$ cat config.mk
export PLATFORM = sky130hd
export DESIGN_NAME = l1_refill_ctrl_flat
export DESIGN_NICKNAME = d
export VERILOG_FILES = /design/src/rtl/l1_refill_ctrl_if.sv /design/src/rtl/l1_refill_ctrl.sv /design/src/flat_wrapper.sv
export SDC_FILE = /design/constraint.sdc
export NUM_CORES = 1
export LEC_CHECK = 0
export CAP_MARGIN = 40
export CELL_PAD_IN_SITES_DETAIL_PLACEMENT = 0
export CELL_PAD_IN_SITES_GLOBAL_PLACEMENT = 2
export CORE_ASPECT_RATIO = 1.2
export CORE_UTILIZATION = 28
export DETAILED_ROUTE_END_ITERATION = 16
export HOLD_SLACK_MARGIN = 0.03
export PLACE_DENSITY = 0.89
export SLEW_MARGIN = 20
export SYNTH_ARGS = -nofsm -noshare
export SYNTH_HDL_FRONTEND = slang
export SYNTH_SLANG_ARGS = --single-unit
$ cat constraint.sdc
create_clock -name clk -period 2.9 [get_ports clk]
set_input_delay 0.58 -clock clk [delete_from_list [all_inputs] [get_ports clk]]
set_output_delay 0.58 -clock clk [all_outputs]
set_load 0.02 [all_outputs]
$ cat src/rtl/l1_refill_ctrl_if.sv
// ============================================================================
// l1_refill_ctrl_if : L1 request channel plus single-beat system bus signals
// Revision 1.0 : initial release
// ============================================================================
`default_nettype none

interface l1_refill_ctrl_if;
  logic        write_through_req;
  logic        read_req;
  logic        read_line_req;
  logic [3:0]  L1_size;
  logic [63:0] pa;
  logic [63:0] wt_data;
  logic [63:0] line_data;
  logic [10:0] addr_count;
  logic        line_write;
  logic        cache_entry_write;
  logic        trans_rdy;
  logic        bus_error;
  logic        bus_req;
  logic        bus_we;
  logic [63:0] bus_addr;
  logic [3:0]  bus_size;
  logic [63:0] bus_wdata;
  logic [63:0] bus_rdata;
  logic        bus_ack;
  logic        bus_err;

  // master: the refill controller's view; slave: the L1 plus bus responder
  modport master (
    input  write_through_req, read_req, read_line_req, L1_size, pa, wt_data,
           bus_rdata, bus_ack, bus_err,
    output line_data, addr_count, line_write, cache_entry_write, trans_rdy,
           bus_error, bus_req, bus_we, bus_addr, bus_size, bus_wdata
  );

  modport slave (
    output write_through_req, read_req, read_line_req, L1_size, pa, wt_data,
           bus_rdata, bus_ack, bus_err,
    input  line_data, addr_count, line_write, cache_entry_write, trans_rdy,
           bus_error, bus_req, bus_we, bus_addr, bus_size, bus_wdata
  );
endinterface

`default_nettype wire

$ cat src/rtl/l1_refill_ctrl.sv
// ============================================================================
// l1_refill_ctrl : L1 refill / write-through responder driving single-beat bus
// Revision 1.0 : initial release
// ============================================================================
`default_nettype none

module l1_refill_ctrl #(
  parameter int LINE_BEATS = 256,
  parameter int TIMEOUT    = 1023
) (
  input  logic              clk,
  input  logic              rst,
  l1_refill_ctrl_if.master  io
);

  localparam int BEAT_W = (LINE_BEATS > 1) ? $clog2(LINE_BEATS) : 1;
  localparam int TMO_W  = (TIMEOUT > 1) ? $clog2(TIMEOUT + 1) : 1;

  localparam logic [2:0] S_IDLE    = 3'd0;
  localparam logic [2:0] S_SGL_RD  = 3'd1;
  localparam logic [2:0] S_SGL_WR  = 3'd2;
  localparam logic [2:0] S_LINE_RD = 3'd3;
  localparam logic [2:0] S_DONE    = 3'd4;
  localparam logic [2:0] S_FAIL    = 3'd5;

  logic [2:0]        r_state;
  logic [2:0]        w_next;
  logic [63:0]       r_pa;
  logic [3:0]        r_size;
  logic [63:0]       r_wdata;
  logic              r_is_line;
  logic [BEAT_W-1:0] r_beat;
  logic [TMO_W-1:0]  r_tmo;
  logic              r_drain;
  logic              r_hold;
  logic [63:0]       r_line_data;
  logic [10:0]       r_addr_count;
  logic              r_line_write;

  logic              w_busy;
  logic              w_ack;
  logic              w_timeout;
  logic              w_last_beat;
  logic [10:0]       w_line_off;

  // r_drain: last fill beat acked, waiting one cycle so its line_write precedes DONE
  assign w_busy      = (r_state == S_SGL_RD) || (r_state == S_SGL_WR) ||
                       ((r_state == S_LINE_RD) && !r_drain);
  assign w_ack       = w_busy && io.bus_ack && !io.bus_err;
  assign w_last_beat = (r_beat == BEAT_W'(LINE_BEATS - 1));
  assign w_line_off  = 11'(r_beat) << 3;

  generate
    if (TIMEOUT > 0) begin : g_tmo_on
      assign w_timeout = w_busy && (r_tmo == TMO_W'(TIMEOUT - 1));
    end else begin : g_tmo_off
      assign w_timeout = 1'b0;
    end
  endgenerate

  always_ff @(posedge clk or negedge rst) begin
    if (!rst) r_state <= S_IDLE;
    else      r_state <= w_next;
  end

  always_comb begin
    w_next = r_state;
    case (r_state)
      S_IDLE: begin
        if (!r_hold) begin
          if      (io.write_through_req) w_next = S_SGL_WR;
          else if (io.read_line_req)     w_next = S_LINE_RD;
          else if (io.read_req)          w_next = S_SGL_RD;
        end
      end
      S_SGL_RD, S_SGL_WR: begin
        if      (io.bus_err) w_next = S_FAIL;
        else if (io.bus_ack) w_next = S_DONE;
        else if (w_timeout)  w_next = S_FAIL;
      end
      S_LINE_RD: begin
        if      (r_drain)    w_next = S_DONE;
        else if (io.bus_err) w_next = S_FAIL;
        else if (io.bus_ack) w_next = S_LINE_RD;
        else if (w_timeout)  w_next = S_FAIL;
      end
      S_DONE, S_FAIL: w_next = S_IDLE;
      default:        w_next = S_IDLE;
    endcase
  end

  always_ff @(posedge clk or negedge rst) begin
    if (!rst) begin
      r_pa         <= '0;
      r_size       <= '0;
      r_wdata      <= '0;
      r_is_line    <= 1'b0;
      r_beat       <= '0;
      r_tmo        <= '0;
      r_drain      <= 1'b0;
      r_hold       <= 1'b0;
      r_line_data  <= '0;
      r_addr_count <= '0;
      r_line_write <= 1'b0;
    end else begin
      r_line_write <= 1'b0;
      r_hold       <= (r_state == S_DONE) || (r_state == S_FAIL);
      if ((r_state == S_IDLE) && (w_next != S_IDLE)) begin
        r_pa      <= io.pa;
        r_size    <= io.L1_size;
        r_wdata   <= io.wt_data;
        r_is_line <= (w_next == S_LINE_RD);
        r_beat    <= '0;
        r_drain   <= 1'b0;
      end
      if ((w_next != r_state) || w_ack) r_tmo <= '0;
      else if (w_busy)                  r_tmo <= r_tmo + TMO_W'(1);
      if (w_ack && (r_state == S_SGL_RD)) r_line_data <= io.bus_rdata;
      if (w_ack && (r_state == S_LINE_RD)) begin
        r_line_data  <= io.bus_rdata;
        r_addr_count <= w_line_off;
        r_line_write <= 1'b1;
        if (w_last_beat) r_drain <= 1'b1;
        else             r_beat  <= r_beat + BEAT_W'(1);
      end
    end
  end

  always_comb begin
    io.bus_req   = w_busy;
    io.bus_we    = 1'b0;
    io.bus_addr  = '0;
    io.bus_size  = '0;
    io.bus_wdata = '0;
    if (w_busy) begin
      if (r_state == S_LINE_RD) begin
        io.bus_addr = {r_pa[63:11], w_line_off};
        io.bus_size = 4'b1000;
      end else begin
        io.bus_addr = r_pa;
        io.bus_size = r_size;
      end
      if (r_state == S_SGL_WR) begin
        io.bus_we    = 1'b1;
        io.bus_wdata = r_wdata;
      end
    end
    io.trans_rdy         = (r_state == S_DONE);
    io.bus_error         = (r_state == S_FAIL);
    io.cache_entry_write = (r_state == S_DONE) && r_is_line;
    io.line_data         = r_line_data;
    io.addr_count        = r_addr_count;
    io.line_write        = r_line_write;
  end

endmodule

`default_nettype wire

$ cat src/flat_wrapper.sv
// flat-port wrapper written by rule: the top's interface ports become plain ports
module l1_refill_ctrl_flat 
#(
  parameter int LINE_BEATS = 256,
  parameter int TIMEOUT    = 1023
)
  (clk, rst, io_write_through_req, io_read_req, io_read_line_req, io_L1_size, io_pa, io_wt_data, io_bus_rdata, io_bus_ack, io_bus_err, io_line_data, io_addr_count, io_line_write, io_cache_entry_write, io_trans_rdy, io_bus_error, io_bus_req, io_bus_we, io_bus_addr, io_bus_size, io_bus_wdata);
  l1_refill_ctrl_if io_i ();
  input  logic clk;
  input  logic rst;
  input wire logic [$bits(io_i.write_through_req)-1:0] io_write_through_req;
  input wire logic [$bits(io_i.read_req)-1:0] io_read_req;
  input wire logic [$bits(io_i.read_line_req)-1:0] io_read_line_req;
  input wire logic [$bits(io_i.L1_size)-1:0] io_L1_size;
  input wire logic [$bits(io_i.pa)-1:0] io_pa;
  input wire logic [$bits(io_i.wt_data)-1:0] io_wt_data;
  input wire logic [$bits(io_i.bus_rdata)-1:0] io_bus_rdata;
  input wire logic [$bits(io_i.bus_ack)-1:0] io_bus_ack;
  input wire logic [$bits(io_i.bus_err)-1:0] io_bus_err;
  output wire logic [$bits(io_i.line_data)-1:0] io_line_data;
  output wire logic [$bits(io_i.addr_count)-1:0] io_addr_count;
  output wire logic [$bits(io_i.line_write)-1:0] io_line_write;
  output wire logic [$bits(io_i.cache_entry_write)-1:0] io_cache_entry_write;
  output wire logic [$bits(io_i.trans_rdy)-1:0] io_trans_rdy;
  output wire logic [$bits(io_i.bus_error)-1:0] io_bus_error;
  output wire logic [$bits(io_i.bus_req)-1:0] io_bus_req;
  output wire logic [$bits(io_i.bus_we)-1:0] io_bus_we;
  output wire logic [$bits(io_i.bus_addr)-1:0] io_bus_addr;
  output wire logic [$bits(io_i.bus_size)-1:0] io_bus_size;
  output wire logic [$bits(io_i.bus_wdata)-1:0] io_bus_wdata;
  assign io_i.write_through_req = io_write_through_req;
  assign io_i.read_req = io_read_req;
  assign io_i.read_line_req = io_read_line_req;
  assign io_i.L1_size = io_L1_size;
  assign io_i.pa = io_pa;
  assign io_i.wt_data = io_wt_data;
  assign io_i.bus_rdata = io_bus_rdata;
  assign io_i.bus_ack = io_bus_ack;
  assign io_i.bus_err = io_bus_err;
  assign io_line_data = io_i.line_data;
  assign io_addr_count = io_i.addr_count;
  assign io_line_write = io_i.line_write;
  assign io_cache_entry_write = io_i.cache_entry_write;
  assign io_trans_rdy = io_i.trans_rdy;
  assign io_bus_error = io_i.bus_error;
  assign io_bus_req = io_i.bus_req;
  assign io_bus_we = io_i.bus_we;
  assign io_bus_addr = io_i.bus_addr;
  assign io_bus_size = io_i.bus_size;
  assign io_bus_wdata = io_i.bus_wdata;
  l1_refill_ctrl #(.LINE_BEATS(LINE_BEATS), .TIMEOUT(TIMEOUT)) u_core (.clk(clk), .rst(rst), .io(io_i));
endmodule
---- Yosys cells after proc, flatten, opt, wreduce, memory -nomap -nowiden ----
Cells that the tools add are included.
cells by class
  add/sub/neg operators ................... 2
  equal/unequal tests ..................... 9
  muxes and demuxes ....................... 30
  reduce and logical (&&, ||, !) cells .... 19
operators with widths
  operator                 count
  $mux W64                 5
  $mux W3                  10
  $mux W8                  3
  $mux W10                 2
  $mux W11                 1
  $add A10 B1 Y10 const B  1
  $eq A10 B10 Y1 const B   1
  $eq A3 B2 Y1 const B     3
  $pmux W3 S3              1
  $add A8 B1 Y8 const B    1
  $eq A8 B8 Y1 const B     1
  $logic_and A1 B1 Y1      8
  $mux W4                  2
  $eq A3 B3 Y1 const B     2
  $mux W1                  6
  $logic_or A1 B1 Y1       4
  $reduce_bool A2 Y1       2
  $eq A3 B1 Y1 const B     1
  $logic_not A3 Y1         1
  $ne A3 B3 Y1             1
  $reduce_bool A3 Y1       1
  $logic_not A1 Y1         2
  $reduce_or A2 Y1         1
storage, ports and cells
  register bits ........................... 229
  bits of input ports ..................... 203
  output and inout bits ................... 213

---- Depth between registers and ports, before layout ----
Gate-level depths: netlist of run 1.
  depth in word-level cells ............... 14
  gate-level depth with buffers ........... 10

---- Worst setup path after synthesis of run 1 ----
OpenSTA, ideal clock, no wires.
  kind .................................... in2reg
  start ................................... input port io_bus_err
  end ..................................... register u_core.r_pa[37]
  data arrival time ....................... 2.208 ns
  data required time ...................... 2.775 ns
  path slack .............................. 0.567 ns
  stages .................................. 8
  path through ............................ nand2b_1 -> or4_4 -> o211a_2 -> a41o_1 -> clkbuf_1 -> buf_6 -> buf_6 -> mux2_4
between the ends
  word-level cells in the longest chain between the ends .. 5
ends and longest elaborated chain
  element                  RTL line               source
  from (decl)              flat_wrapper.sv:19     input wire logic [$bits(io_i.bus_err)-1:0] io_bus_err;
  $mux W3                  l1_refill_ctrl.sv:83   else if (io.bus_err) w_next = S_FAIL;
  $mux W3                  l1_refill_ctrl.sv:82   if (r_drain) w_next = S_DONE;
  $pmux W3 S3 (*)          l1_refill_ctrl.sv:68   case (r_state)
  $reduce_bool A3 Y1 (*)   l1_refill_ctrl.sv:108  if ((r_state == S_IDLE) && (w_next != S_IDLE)) begin
  $logic_and A1 B1 Y1 (*)  l1_refill_ctrl.sv:108
  to (signal assigned)     l1_refill_ctrl.sv:109  r_pa <= io.pa;
  to (decl)                l1_refill_ctrl.sv:28   logic [63:0] r_pa;
Mark *: on every way between the ends. The rest lies on a longest branch, timed or not.
A chain may end at the register's enable or synchronous reset.

---- Final worst setup path of run 1 ----
  start ................................... register u_core.r_state[0]
  end ..................................... output port io_bus_addr[48]
between the ends
  word-level cells in the longest chain between the ends .. 4
ends and longest elaborated chain
  element                                                    RTL line                                    source
  from (decl)                                                l1_refill_ctrl.sv:26                        logic [2:0] r_state;
  from (signal assigned)                                     l1_refill_ctrl.sv:63                        else r_state <= w_next;
  $eq A3 B1 Y1 (tied with other cells)                       l1_refill_ctrl.sv:47                        assign w_busy = (r_state == S_SGL_RD) || (r_state == S_SGL_WR) ||
  $logic_or A1 B1 Y1 or $logic_and A1 B1 Y1 (tied branches)  l1_refill_ctrl.sv:47, l1_refill_ctrl.sv:48
  $logic_or A1 B1 Y1 (*)                                     l1_refill_ctrl.sv:47
  $mux W64 (*)                                               l1_refill_ctrl.sv:135                       if (w_busy) begin
  to (decl)                                                  flat_wrapper.sv:28                          output wire logic [$bits(io_i.bus_addr)-1:0] io_bus_addr;
Marks and branches as above.

==> results of run 1 <==
-- what timing repair did --
item	4_1_cts	5_1_grt
hold buffers	1	0
buffers inserted	3	1
hold endpoints to repair	54	0
gates resized for setup	137	1
endpoints found under the setup margin	130	1
gates cloned	1	1
-- state kept, by name, indices dropped and copies added, names as in the netlist --
signal,cells
u_core.io.addr_count,8
u_core.r_is_line,1
u_core.r_beat,8
u_core.r_hold,1
u_core.r_wdata,64
u_core.r_tmo,10
u_core.io.line_data,64
u_core.io.line_write,1
u_core.r_drain,1
u_core.r_pa,64
u_core.r_size,4
u_core.r_state,3
-- worst max path at each step --
stage / end / slack, ns
finish: io_bus_addr[48] / 0.13
global route: io_bus_addr[48] / 0.01
CTS: io_bus_we / 0.02
detailed placement: u_core.r_wdata[63] / -0.06
global placement: u_core.r_wdata[63] / -0.04
floorplan: u_core.r_pa[37] / 0.57
-- power groups by stage --
stage	logic (mW)	registers (mW)	clock network, mW
after floorplan	5.70	5.83	0
after global placement	9.86	5.44	0
after detailed placement	9.97	5.48	0
after CTS	9.62	5.48	3.58
after global routing	10.2	5.66	3.70
final	9.56	5.48	3.45
-- placed cells by master, fill, tap and decap left out, types with 3 or more instances in the layout --
master / netlist / layout
clkdlybuf4s50_1: 0 / 280
dfrtp_1: 229 / 226
dlygate4sd2_1: 0 / 129
and3_1: 119 / 119
mux2_2: 104 / 104
mux2_4: 92 / 92
nand2_1: 38 / 37
clkbuf_16: 0 / 28
buf_4: 4 / 25
nor2_1: 20 / 20
nand4_1: 10 / 10
mux2i_1: 10 / 10
and2_1: 10 / 10
a211oi_1: 10 / 10
clkbuf_8: 0 / 10
buf_12: 0 / 10
inv_1: 9 / 8
xnor2_1: 8 / 8
nor3_1: 7 / 6
clkbuf_1: 34 / 6
o21ai_0: 5 / 5
xor2_1: 5 / 5
a21oi_1: 4 / 4
o211ai_1: 4 / 4
clkinvlp_4: 0 / 3
or3_1: 3 / 3
nor3b_1: 3 / 3
ha_1: 3 / 3
conb_1: 1 / 3
dfrtp_2: 0 / 3
-- through the flow --
stage          instances  setup slack, ns
6_report            1696            0.129
3_5_place_dp        1640          -0.0561
3_3_place_gp        1640          -0.0387
4_1_cts             1693           0.0159
2_1_floorplan        784            0.567
5_1_grt             1696           0.0104
-- layer usage --
metal / vias up / part of all wire / GRT usage
met2: 301 / 0.49 / 0.261
met5: - / 0 / 0
met1: 3749 / 0.40 / 0.185
li1: 3600 / - / -
met4: 0 / 0.023 / 0.0473
met3: 45 / 0.081 / 0.0385
-- kinds of logic (layout without fill, tap and decap cells) --
kind of cell    after synthesis  count (layout)  synth area share
flops                       229             229             0.549
simple gates                220             220             0.118
mux                         206             206             0.254
buf+inv                      71             509            0.0362
compound gates               39              39            0.0277
xor+xnor                     13              13            0.0109
fa+ha+maj                     3               3           0.00360
other cells                   1               3          0.000359
-- area by class of cell --
class / count / share of cell area
clock buffer: 43 / 0.0520
clock inverter: 5 / 0.00498
inverter: 10 / 0.00264
multi-input combinational: 484 / 0.272
sequential: 229 / 0.356
tap: 474 / 0.0369
timing repair buffer: 451 / 0.276
-- critical path, stage by stage, from the launching register on --
cell and delay (ns):
dfrtp_2 0.45, buf_4 0.16, nand3_2 0.15, buf_4 0.32, and3_1 0.22, dlygate4sd2_1 0.36
==> impl_metrics.yaml, run 1 <==
setup_path:
  cp.arrival_ns: 2.19
  crit_path_max_fanout: 30
  start_kind: "flip-flop"
  r2r_cells: 8
  rr_startpoint: "u_core.r_state[0]"
  crit_path_end_kind: "output pin"
  r2r_slack_ns: 0.30
  crit_type: "reg -> out"
  cp.required_ns: 2.32
  r2r-end: "u_core.r_wdata[63]"
  setup.worst_path.start: "u_core.r_state[0]"
power:
  power_frac_clock: 0.186
  p_sw_frac: 0.353
  ir_drop_mv: 0.534
  seq_power_share: 0.296
  leakagePower_nw: 7.92
  p_int_mw: 12.0
  p_switching_mw: 6.52
  finalPower_mw: 18.5
  powerDensity_nw_per_um2: 1150
  comb_power_share: 0.517
synthesis:
  yosysTopAreaCell: "dfrtp_1"
  netlist_area_um2: 10400
  yosys_warnings: 0
  synth_area_per_cell_um2: 13.3
  synthArstFlopShare: 1.00
  yosysTopAreaCellShare: 0.549
  synth_edf_count: 0
  netlist_instances: 782
  yosys-top-cells-count: "dfrtp_1, and3_1, mux2_2"
  yosysUniqueCellTypes: 46
  ys_ff_latch: 229
  yosysMostFrequentCell: "dfrtp_1"
  ys_seq_area_frac: 0.549
  synthFlopType: "dfrtp_1"
  synthTopCellsByArea: "dfrtp_1, mux2_4, mux2_2"
floorplan:
  rows: 77
  core_area_um2: 36800
  start_util: 0.284
  dieArea_um2: 38100
  die_w_um: 178
  boundaryPins: 416
  die_y_um: 213
timing:
  clock_skew_ns: 0.0115
  maxSlewViolCount: 0
  fin_crit_sh: 0.955
  tightest_slew_ns: 0.574
  final_hold_viol_count: 0
  max_freq_ghz: 0.361
  fin_crit_ns: 2.77
  relSlewSlack: 0.617
  rsz0062_at_grt: "false"
  holdWs_ns: 0.480
  setup_viol: 0
  setup_tns_ns: 0
clock_tree:
  htree_levels: 1
  cts_tree: "built"
  cts_root_buf: "clkbuf_16"
  clock-sinks: 229
  clk_path_buf_depth: 3
  cts_buffers: 26
  clock_latency_ns: 0.53
  path_clk_slew_ns: 0.06
job:
  drv_cap: 0
drt:
  wl_per_cell_um: 17.9
  via_per_inst: 4.54
  wl_mm: 30.3
  drc: 0
  ant_nets: 0
  drtIter0Drc: 333
  dr.pass1.iters: 4
  vias: 7695
grt:
  grt.overflow.total: 0
  grt_pass1_wl_mm: 45.4
  grt_pass1_vias: 8052
  grtUsageTotal: 0.151
  antenna_found_initial: 0
  grt_max_degree: 73
place:
  dpl_cell_area_um2: 15200
  hpwl_mm: 20.7
  io_buffers: 412
  gp_congestion: 0.821
finish:
  final_area_um2: 16100
  syn_to_final_growth_pct: 54.2
  seqCellArea_um2: 5730
  layout.nets: 1408
  drive_above_1_share: 0.240
  multiInputGateArea_um2: 4370
  final_core_util: 0.437
  antennaDiodeCount: 0
  num-fill-cells: 3408
hold_path:
  min_path_type: "reg -> reg"
  holdCritStartpoint: "u_core.io.addr_count[5]"
  hold_depth: 2
  holdPathEnd: "u_core.io.addr_count[5]"
status:
  status: "complete, no violations"
No activity file was read; power rests on OpenSTA's default activity.
==> run 2: changes to the inputs <==
REMOVE_ABC_BUFFERS = 1   (was unset)
==> impl_metrics.yaml, run 2 (synthesis gave the netlist of run 1 again) <==
power:
  leakagePower_nw: 8.59
  ir_drop_mv: 0.592
  powerDensity_nw_per_um2: 1140
  p_int_mw: 12.0
  power_frac_clock: 0.182
  seq_power_share: 0.297
  p_sw_frac: 0.354
  finalPower_mw: 18.6
  comb_power_share: 0.522
  p_switching_mw: 6.58
grt:
  grt_pass1_wl_mm: 44.8
  grt_max_degree: 71
  grt.overflow.total: 0
  grtUsageTotal: 0.150
  antenna_found_initial: 1
  grt_pass1_vias: 7806
job:
  drv_cap: 0
drt:
  drc: 0
  via_per_inst: 4.52
  ant_nets: 0
  wl_mm: 30.7
  dr.pass1.iters: 5
  wl_per_cell_um: 18.1
  drtIter0Drc: 334
  vias: 7668
setup_path:
  crit_buf_inv: 2
  setup.worst_path.start: "u_core.r_state[0]"
  cp_slowest_stage_delay_ns: 0.55
  crit_type: "reg -> out"
  r2r_cells: 8
  start_kind: "flip-flop"
  cp.required_ns: 2.32
  r2r_slack_ns: 0.43
  crit_family: "buffers and inverters"
  rr_startpoint: "u_core.r_state[0]"
  crit_path_max_fanout: 10
  r2r-end: "u_core.r_wdata[16]"
  path_cells: "xnor2_1, nor2_2, buf_4, and2_1, clkdlybuf4s50_1"
  crit_path_end_kind: "output pin"
  cp.arrival_ns: 2.24
  slowest_stage: "clkdlybuf4s50_1"
timing:
  setup_slack_ns: 0.0758
  fin_crit_sh: 0.974
  relSlewSlack: 0.643
  clock_skew_ns: 0.0108
  setup_viol: 0
  holdWs_ns: 0.470
  fin_crit_ns: 2.82
  tightest_slew_ns: 0.535
  max_freq_ghz: 0.354
  maxSlewViolCount: 0
  setup_tns_ns: 0
  final_hold_viol_count: 0
place:
  gp_congestion: 0.818
  dpl_worst_slack_ns: -0.0736
  dp.cells: 1645
  dpl_cell_area_um2: 15300
  hpwl_mm: 21.4
  io_buffers: 412
hold_path:
  min_path_type: "reg -> reg"
  holdPathEnd: "u_core.io.addr_count[8]"
  holdCritStartpoint: "u_core.io.addr_count[8]"
  hold_depth: 2
clock_tree:
  clk_path_buf_depth: 3
  cts_tree: "built"
  cts_buffers: 27
  path_clk_slew_ns: 0.06
  clock_latency_ns: 0.54
  clock-sinks: 229
  cts_root_buf: "clkbuf_16"
  htree_levels: 1
status:
  status: "complete, no violations"
finish:
  layout.nets: 1413
  final_cell_mix: "clkdlybuf4s50_1, dfrtp_1, and3_1, mux2_2, mux2_4"
  syn_to_final_growth_pct: 55.8
  fin_cells: 1698
  final_area_um2: 16300
  final_common_cell: "clkdlybuf4s50_1"
  drive_above_1_share: 0.236
  final_core_util: 0.442
floorplan:
  start_util: 0.284
  die_y_um: 213
  dieArea_um2: 38100
  core_area_um2: 36800
  boundaryPins: 416
  die_w_um: 178
  rows: 77
## run 2: changes by cell type in the layout (fill, tap and decap cells not counted), sizes merged
cell           change
diode              +1
clkinv             -1
clkbuf             -1
buf                +4
clkinvlp           -1
dlygate4sd2       -48
bufbuf             -1
clkdlybuf4s50      -2
dlymetal6s2s      +51
## run 2: how the worst max path moves through the flow
| stage | slack [ns] | depth (start not counted) | to |
|---|---|---|---|
| 2_1_floorplan | -3.84 | 5 | u_core.r_pa[0] |
| 3_3_place_gp | -0.01 | 8 | u_core.r_pa[32] |
| 3_5_place_dp | -0.07 | 9 | u_core.r_pa[12] |
| 4_1_cts | 0.0001 | 4 | io_bus_wdata[53] |
| 5_1_grt | -0.0002 | 5 | io_bus_addr[2] |
| 6_report | 0.08 | 5 | io_bus_size[0] |
## run 2: timing repair
item	in CTS	in global routing
setup buffers	1	2
gates resized for setup	86	52
pin swaps	1	0
hold buffers	1	0
gates cloned	0	2
endpoints found under the hold margin	66	0
setup endpoints to repair	135	52
## run 2: final cells by class
type,instances,area (µm²)
flip-flops and latches,229,5730
inverters,10,41.3
repair buffers,455,4650
diodes,1,2.50
clock inverters,3,67.6
multi-input cells,484,4370
fillers,3376,20500
clock buffers,42,802
well taps,474,593
## run 2: power by group through the flow
stage                     clock [mW]  combinational, mW  sequential [mW]
after floorplan                    0               4.59             5.82
after global placement             0               9.96             5.47
after detailed placement           0               10.1             5.49
after CTS                       3.52               9.74             5.49
after global routing            3.61               10.3             5.68
final                           3.38               9.69             5.51
## run 2: worst min-delay path, stage by stage, from the launching register on
cell	delay (ns)
dfrtp_1	0.34
nand2_1	0.05
nand2_1	0.05
## run 2: routing by layer
layer,GRT usage,routed length [µm],up-vias
met1,0.188,12800,3756
met3,0.0261,1680,53
li1,-,-,3614
met4,0.0494,774,0
met5,0,0,-
met2,0.260,15500,245
==> run 3: changes to the inputs <==
PLACE_DENSITY = unset   (was 0.89)
PLACE_DENSITY_LB_ADDON = 0.3   (was unset)
SLEW_MARGIN = unset   (was 20)
==> impl_metrics.yaml, run 3 (synthesis gave the netlist of run 1 again) <==
status:
  status: "complete, no violations"
finish:
  multiInputGateArea_um2: 4370
  seqCellArea_um2: 5730
  layout.nets: 1412
  final_cell_mix: "clkdlybuf4s50_1, dfrtp_1, and3_1, mux2_2, dlygate4sd2_1"
  final_area_um2: 16300
  drive_above_1_share: 0.239
  antennaDiodeCount: 0
  final_core_util: 0.443
  syn_to_final_growth_pct: 56.2
  final_common_cell: "clkdlybuf4s50_1"
  num-fill-cells: 3449
drt:
  via_per_inst: 4.53
  drc: 0
  wl_mm: 32.4
  wl_per_cell_um: 19.1
  dr.pass1.iters: 4
  drtIter0Drc: 203
  vias: 7697
  ant_nets: 0
hold_path:
  min_path_type: "reg -> reg"
  hold_depth: 2
setup_path:
  crit_path_end_kind: "output pin"
  cp.arrival_ns: 2.23
  cp.depth: 4
  r2r_slack_ns: 0.40
  crit_type: "reg -> out"
  path_cells: "inv_1, buf_12, and3_1, clkdlybuf4s50_1"
  crit_buf_inv: 3
  r2r_cells: 9
  slowest_stage: "clkdlybuf4s50_1"
  crit_path_max_fanout: 70
  start_kind: "flip-flop"
  cp_slowest_stage_delay_ns: 0.61
  cp.required_ns: 2.32
  crit_family: "buffers and inverters"
grt:
  grtUsageTotal: 0.164
  grt.overflow.total: 0
  grt_max_degree: 71
  grt_pass1_vias: 8028
  grt_pass1_wl_mm: 48.2
  antenna_found_initial: 0
place:
  dpl_cell_area_um2: 15300
  hpwl_mm: 22.4
  gp_congestion: 0.733
  io_buffers: 412
power:
  powerDensity_nw_per_um2: 1160
  ir_drop_mv: 0.479
  leakagePower_nw: 8.39
timing:
  fin_crit_ns: 2.81
  clock_skew_ns: 0.0111
  maxSlewViolCount: 0
  setup_tns_ns: 0
  setup_viol: 0
  tightest_slew_ns: 0.845
  max_freq_ghz: 0.356
  fin_crit_sh: 0.969
  relSlewSlack: 0.434
  final_hold_viol_count: 0
  holdWs_ns: 0.470
floorplan:
  die_w_um: 178
  rows: 77
  core_area_um2: 36800
  die_y_um: 213
  dieArea_um2: 38100
  boundaryPins: 416
  start_util: 0.284
clock_tree:
  htree_levels: 1
  clock-sinks: 229
  cts_root_buf: "clkbuf_16"
  clock_latency_ns: 0.53
  cts_buffers: 27
  cts_tree: "built"
  path_clk_slew_ns: 0.06
  clk_path_buf_depth: 3
job:
  drv_cap: 0
run 3: metal layers:
layer | global-route usage | up-vias | routed length (µm)
met5 | 0 | - | 0
met4 | 0.0529 | 0 | 791
met3 | 0.0328 | 49 | 1810
met2 | 0.294 | 225 | 17000
met1 | 0.196 | 3801 | 12800
li1 | - | 3622 | -
run 3: area by class of cell:
cell class,count,share of cell area
clock buffer,38,0.0477
sequential,229,0.352
tap,474,0.0364
clock inverter,9,0.00737
multi-input combinational,484,0.268
inverter,10,0.00230
timing repair buffer,454,0.286
run 3: path summary, 6_finish.rpt:
| path | startpoint | to |
|---|---|---|
| max | u_core.r_state[0] | io_bus_wdata[23] |
| min | u_core.io.addr_count[8] | u_core.io.addr_count[8] |
| max reg2reg | u_core.r_state[1] | u_core.r_wdata[35] |
| min reg2reg | u_core.io.addr_count[8] | u_core.io.addr_count[8] |
| max in group asynchronous | rst | u_core.io.line_data[55] |
| min in group asynchronous | rst | u_core.r_pa[63] |
run 3: where the power goes:
part           total [mW]  switching, mW  internal (mW)
Combinational        9.99           4.58           5.41
Clock                3.46           1.34           2.12
Sequential           5.43          0.733           4.70
run 3: timing repair:
| action | CTS | global route |
|---|---|---|
| pin swaps | 1 | 0 |
| gates cloned | 2 | 0 |
| endpoints found under the hold margin | 58 | 0 |
| setup endpoints to repair | 136 | 43 |
| buffers inserted | 2 | 0 |
| resized for setup | 99 | 36 |
| hold buffers | 1 | 0 |
run 3: metrics by stage:
step	std cells	power (mW)	worst slack, ns
finish	1698	18.9	0.0896
global route	1698	20.0	-0.00192
CTS	1698	19.2	0.0000535
detailed placement	1646	15.8	0.0464
global placement	1646	15.7	0.0395
floorplan	723	10.4	-3.84
run 3: worst min-delay path, cell delays in order, from the launching register on:
cell and delay (ns):
dfrtp_1 0.34, nand2_1 0.05, nand2_1 0.05
